--- config.mk ---
export PLATFORM = sky130hd
export DESIGN_NAME = rotary_decoder
export DESIGN_NICKNAME = d
export VERILOG_FILES = /design/src/rtl/rotary_pkg.sv /design/src/rtl/contact_filter.sv /design/src/rtl/rotary_decoder.sv
export SDC_FILE = /design/constraint.sdc
export NUM_CORES = 1
export LEC_CHECK = 0
export ABC_AREA = 0
export ABC_CLOCK_PERIOD_IN_PS = 4700
export BUFFER_PORTS_ARGS = -buffer_cell sky130_fd_sc_hd__buf_2
export CORE_MARGIN = 10
export CORE_UTILIZATION = 30
export CTS_BUF_LIST = sky130_fd_sc_hd__clkbuf_16
export CTS_CLUSTER_SIZE = 14
export DETAILED_ROUTE_END_ITERATION = 6
export GPL_ROUTABILITY_DRIVEN = 0
export PLACE_DENSITY = 0.5
export SYNTH_ARGS = -nofsm -noshare
export SYNTH_HDL_FRONTEND = slang
export SYNTH_SLANG_ARGS = --single-unit
--- constraint.sdc ---
create_clock -name CLK -period 4.7 [get_ports CLK]
set_clock_uncertainty 0.2 [all_clocks]
set_input_delay 0 -clock CLK [delete_from_list [all_inputs] [get_ports CLK]]
set_output_delay 0 -clock CLK [all_outputs]
set_load 0.02 [all_outputs]
--- src/rtl/rotary_pkg.sv ---
// Shared constants for the quadrature encoder front-end: FSM encodings, detent phase,
// accumulator limit and the default debounce length.
package rotary_pkg;

  typedef enum logic [1:0] {
    ST_IDLE   = 2'd0,
    ST_TRACK  = 2'd1,
    ST_RESYNC = 2'd2
  } state_t;

  localparam logic [1:0] PH_DETENT = 2'b11;

  // The accumulator spans -4..+4, which needs a 4-bit signed register.
  localparam logic signed [3:0] ACC_FULL = 4'sd4;

  localparam logic [15:0] FILTER_CYCLES_DEF = 16'd5000;

  // Position of a phase code along the clockwise sequence 11 -> 01 -> 00 -> 10.
  function automatic logic [1:0] phase_index(input logic [1:0] ph);
    logic [1:0] idx;
    case (ph)
      2'b11:   idx = 2'd0;
      2'b01:   idx = 2'd1;
      2'b00:   idx = 2'd2;
      default: idx = 2'd3;
    endcase
    return idx;
  endfunction

endpackage

--- src/rtl/contact_filter.sv ---
// One encoder contact: 2-flop synchroniser followed by a debounce counter that only
// lets the filtered value follow after FILTER_CYCLES consecutive differing samples.
module contact_filter
  import rotary_pkg::*;
#(
  parameter int                  FILTER_W      = 16,
  parameter logic [FILTER_W-1:0] FILTER_CYCLES = FILTER_CYCLES_DEF
) (
  input  logic CLK,
  input  logic reset,
  input  logic raw,
  output logic filtered
);

  localparam logic [FILTER_W-1:0] CNT_LAST = FILTER_CYCLES - FILTER_W'(1);

  logic                sync1_reg;
  logic                sync2_reg;
  logic                filt_reg;
  logic [FILTER_W-1:0] cnt_reg;

  // Contacts are pulled up, so the idle level is 1 throughout the chain.
  always_ff @(posedge CLK or posedge reset) begin
    if (reset) begin
      sync1_reg <= 1'b1;
      sync2_reg <= 1'b1;
      filt_reg  <= 1'b1;
      cnt_reg   <= '0;
    end else begin
      sync1_reg <= raw;
      sync2_reg <= sync1_reg;
      if (sync2_reg == filt_reg) begin
        cnt_reg <= '0;
      end else if (cnt_reg == CNT_LAST) begin
        filt_reg <= sync2_reg;
        cnt_reg  <= '0;
      end else begin
        cnt_reg <= cnt_reg + FILTER_W'(1);
      end
    end
  end

  assign filtered = filt_reg;

endmodule

--- src/rtl/rotary_decoder.sv ---
// Quadrature decoder: filters A/B, tracks phase steps in a saturating
// accumulator and emits one rotary_event per full detent. Define ROTARY_ERR_CNT_EN
// to expose err_count, a saturating count of invalid double-bit phase changes.
module rotary_decoder
  import rotary_pkg::*;
#(
  parameter int                  FILTER_W      = 16,
  parameter logic [FILTER_W-1:0] FILTER_CYCLES = FILTER_CYCLES_DEF
) (
  input  logic       CLK,
  input  logic       reset,
  input  logic       rotary_a,
  input  logic       rotary_b,
  output logic       rotary_event,
  output logic       rotary_right
`ifdef ROTARY_ERR_CNT_EN
  ,
  output logic [7:0] err_count
`endif
);

  logic [1:0] raw_ab;
  logic [1:0] phase;

  assign raw_ab = {rotary_a, rotary_b};

  // Bit 1 is contact A, bit 0 is contact B, so phase = {A_f, B_f}.
  genvar gi;
  generate
    for (gi = 0; gi < 2; gi++) begin : g_filter
      contact_filter #(
        .FILTER_W      (FILTER_W),
        .FILTER_CYCLES (FILTER_CYCLES)
      ) u_filter (
        .CLK      (CLK),
        .reset    (reset),
        .raw      (raw_ab[gi]),
        .filtered (phase[gi])
      );
    end
  endgenerate

  state_t            state_reg;
  logic        [1:0] phase_prev_reg;
  logic signed [3:0] acc_reg;
  logic              event_reg;
  logic              right_reg;

  logic [1:0]        idx_prev;
  logic [1:0]        idx_cur;
  logic              step_cw;
  logic              step_ccw;
  logic              step_bad;
  logic signed [3:0] acc_next;

  always_comb begin
    idx_prev = phase_index(phase_prev_reg);
    idx_cur  = phase_index(phase);
    step_cw  = (idx_cur == idx_prev + 2'd1);
    step_ccw = (idx_cur == idx_prev - 2'd1);
    step_bad = ((phase ^ phase_prev_reg) == 2'b11);
    acc_next = acc_reg;
    if (step_cw && acc_reg != ACC_FULL) begin
      acc_next = acc_reg + 4'sd1;
    end else if (step_ccw && acc_reg != -ACC_FULL) begin
      acc_next = acc_reg - 4'sd1;
    end
  end

  always_ff @(posedge CLK or posedge reset) begin
    if (reset) begin
      state_reg      <= ST_IDLE;
      phase_prev_reg <= PH_DETENT;
      acc_reg        <= '0;
      event_reg      <= 1'b0;
      right_reg      <= 1'b0;
    end else begin
      phase_prev_reg <= phase;
      event_reg      <= 1'b0;
      case (state_reg)
        ST_IDLE: begin
          if (step_bad) begin
            state_reg <= ST_RESYNC;
          end else if (step_cw || step_ccw) begin
            acc_reg   <= acc_next;
            state_reg <= ST_TRACK;
          end
        end
        ST_TRACK: begin
          if (step_bad) begin
            acc_reg   <= '0;
            state_reg <= ST_RESYNC;
          end else if (phase == PH_DETENT && (step_cw || step_ccw)) begin
            // Only a full saturated swing counts; anything else was a partial turn.
            if (acc_next == ACC_FULL) begin
              event_reg <= 1'b1;
              right_reg <= 1'b1;
            end else if (acc_next == -ACC_FULL) begin
              event_reg <= 1'b1;
              right_reg <= 1'b0;
            end
            acc_reg   <= '0;
            state_reg <= ST_IDLE;
          end else begin
            acc_reg <= acc_next;
          end
        end
        ST_RESYNC: begin
          acc_reg <= '0;
          if (phase == PH_DETENT) begin
            state_reg <= ST_IDLE;
          end
        end
        default: begin
          acc_reg   <= '0;
          state_reg <= ST_IDLE;
        end
      endcase
    end
  end

  assign rotary_event = event_reg;
  assign rotary_right = right_reg;

`ifdef ROTARY_ERR_CNT_EN
  logic [7:0] err_cnt_reg;

  always_ff @(posedge CLK or posedge reset) begin
    if (reset) begin
      err_cnt_reg <= 8'd0;
    end else if (step_bad && err_cnt_reg != 8'hFF) begin
      err_cnt_reg <= err_cnt_reg + 8'd1;
    end
  end

  assign err_count = err_cnt_reg;
`endif

endmodule

==> qor.csv <==
stage,metric,value,unit
synthesis,synth-edff-count,0,
cts,cts_buffers,5,
status,status,"finished, final reports clean",
grt,grt-ovfl-total,0,
grt,grt_max_degree,49,
grt,grt_pass1_wl,7870,um
cts,insertion_delay,280,ps
route,final_antenna_net_count,0,
final_layout,fill_cells,813,
hold_path,min_path_cells,2,
synthesis,synth_area,2540,um2
synthesis,syn_nets,269,
die,rows,33,
sta,setup-tns-final,0,ps
sta,hold_viol,0,
critical_path,rrSetupSlack,1950,ps
grt,antenna_found_initial,0,
cts,cts_setup_buffers,0,
die,start_util,30.9,%
critical_path,arrival,2710,ps
hold_path,hold_end,g_filter[0].u_filter.sync1_reg,
synthesis,netlist_instances,254,
die,die_h,112,um
sta,final-setup-viol-count,0,
cts,h-tree-depth,2,
critical_path,path_class,flip-flop to flip-flop,
route,num_vias,1717,
hold_path,hp-start,rotary_b,
hold_path,hp-class,input pin to flip-flop,
die,dieWidth,112,um
critical_path,crit_buf_inv,1,
power_and_ir_drop,pwr_density_cell,276,nW/um2
job,cap_violations,0,
route,vias_per_cell,4.65,
grt,first_global_vias,1708,
synthesis,postSynthAreaPerCell,9.99,um2
synthesis,yosysTopAreaCell,dfrtp_1,
route,drt_first_pass_iters,4,
final_layout,final_core_util,34.5,%
cts,cts_tree,yes,
synthesis,synth_flop_cell,dfrtp_1,
sta,hold_ws,152,ps
synthesis,seq_area_frac_synth,47.7,%
critical_path,critical_path_required,4660,ps
grt,grt_usage,7.18,%
power_and_ir_drop,finalPower,784,uW
final_layout,drive_gt1_share,12.5,%
sta,period_minus_slack,2750,ps
critical_path,reg2reg_to,rotary_right,
die,dieArea,12500,um2
power_and_ir_drop,leakagePower,1.21,nW
synthesis,yosysMostFrequentCell,dfrtp_1,
route,drt-total-wl,4270,um
synthesis,ys_ff_latch,48,
synthesis,synth_cell_types,45,
final_layout,final_nets,278,
sta,max_freq,364,MHz
critical_path,worstPathMaxFanout,6,
critical_path,crit_path_end_kind,flip-flop,
synthesis,yosysTopAreaCellShare,39.4,%
critical_path,cpMaxStageDelayCell,dfstp_2,
critical_path,critPathTopFamily,simple AND/OR/NAND/NOR gates,
cts,clock_path_buffers,2,
critical_path,critical_path.max_stage_delay,590,ps
route,drt_iter0_markers,57,
sta,grt_setup_unrepaired,false,
placed_design,io_buffers,5,
final_layout,largest_reg_flops,32,
critical_path,timing.rr.start,g_filter[0].u_filter.filtered,
cts,cts_sinks,48,
final_layout,num_antenna_cells,0,
route,drc,0,
synthesis,synthTopCellsByArea,"dfrtp_1 39%, dfstp_2 8.3%, xor2_1 7.9%",
placed_design,placed_cells,358,
critical_path,cp_cell_sequence,"inv_1, ha_1, nor2_4, nor3_1, a211oi_2, nand3_1, nand3b_4, nor4_4, mux2_1",
sta,post-route-period-util,58.5,%
die,core-area,8220,um2
sta,worst_pin_slew,989,ps
final_layout,syn2layout_area_growth,11.8,%
synthesis,async_flop_share,100,%
cts,path_clk_slew,60,ps
cts,hold_buffers,3,
power_and_ir_drop,worst_ir_drop_vdd,0.000148,V
synthesis,synthTopCellsByCount,"40 x dfrtp_1, 39 x nor2_1, 23 x xor2_1",
final_layout,layout.cells.non_filler,369,
placed_design,detailed_place_hpwl,3030,um
synthesis,yosys_warnings,0,
critical_path,cp-start-kind,flip-flop,
cts,clockRootBuffer,clkbuf_16,
sta,slew_viol_final,0,
critical_path,r2r_cells,9,
cts,ctsResizeCount,0,
route,wl_per_cell,11.6,um
sta,max-slew-margin-rel,34.0,%
die,ios,6,
## worst max-delay path by stage
stage	start	endpoint	slack, ps	cells past startpoint
finish	g_filter[0].u_filter.filtered	rotary_right	1950	9
global route	g_filter[1].u_filter.filtered	rotary_right	1730	8
CTS	g_filter[0].u_filter.filtered	rotary_right	1920	9
detailed placement	g_filter[0].u_filter.filtered	rotary_right	1920	9
global placement	g_filter[0].u_filter.filtered	rotary_right	1990	9
floorplan	g_filter[0].u_filter.filtered	rotary_right	2100	9
## where the power goes
part,internal (mW),switching (mW)
Combinational,0.00706,0.0158
Clock,0.193,0.143
Sequential,0.421,0.00458
## cell type report
cell class | instances | area, um2 | share of cell area [%]
multi-input combinational | 190 | 1260 | 44.5
tap | 105 | 131 | 4.63
inverter | 10 | 37.5 | 1.32
sequential | 48 | 1210 | 42.7
clock inverter | 3 | 13.8 | 0.485
clock buffer | 5 | 125 | 4.41
timing repair buffer | 8 | 55.1 | 1.94
## cell usage in the layout, fill, tap and decap left out, types with 2 or more instances in the layout
| master | count |
|---|---|
| a211oi_2 | 2 |
| a21oi_1 | 4 |
| and3_1 | 5 |
| buf_2 | 5 |
| clkbuf_16 | 5 |
| clkinv_2 | 2 |
| dfrtp_1 | 40 |
| dfstp_2 | 8 |
| dlygate4sd3_1 | 3 |
| ha_1 | 11 |
| inv_1 | 8 |
| inv_2 | 2 |
| mux2_1 | 2 |
| mux2i_1 | 2 |
| nand2_1 | 20 |
| nand2b_1 | 2 |
| nand3_1 | 18 |
| nand4_1 | 6 |
| nand4b_1 | 2 |
| nor2_1 | 39 |
| nor2_2 | 2 |
| nor3_1 | 3 |
| nor4_1 | 5 |
| o21ai_0 | 7 |
| o21ai_1 | 3 |
| or3_1 | 4 |
| xnor2_1 | 12 |
| xor2_1 | 23 |
## worst register-to-register path: stages, from the launching register on
cell and delay [ps]:
dfstp_2 590, inv_1 80, ha_1 240, nor2_4 190, nor3_1 80, a211oi_2 320, nand3_1 140, nand3b_4 180
nor4_4 280, mux2_1 350
## through the flow
step | area (um2) | worst slack [ps]
floorplan | 2540 | 2100
global route | 2840 | 1730
CTS | 2840 | 1920
finish | 2840 | 1950
detailed placement | 2670 | 1920
global placement | 2670 | 1990
## cell families (layout without fill, tap and decap cells)
| family | count (synthesis) | count (layout) | synth area share, % |
|---|---|---|---|
| adder cells (fa/ha/maj) | 11 | 11 | 5.42 |
| multiplexers | 5 | 5 | 2.12 |
| XOR/XNOR | 36 | 36 | 12.7 |
| buffers and inverters | 16 | 26 | 2.51 |
| flip-flops | 48 | 48 | 47.7 |
| AND/OR/NAND/NOR | 115 | 115 | 23.3 |
| AO/OA/AOI/OAI | 23 | 23 | 6.16 |
## per-layer routing
layer  wire length, um  GRT usage [%]  up-vias
met5                 0              0        -
li1                  -              -      888
met2              1970           11.5       16
met3                77           1.34        4
met4                61           3.05        0
met1              2160           9.17      809
Note: power is estimated with default switching activity, not from simulation.
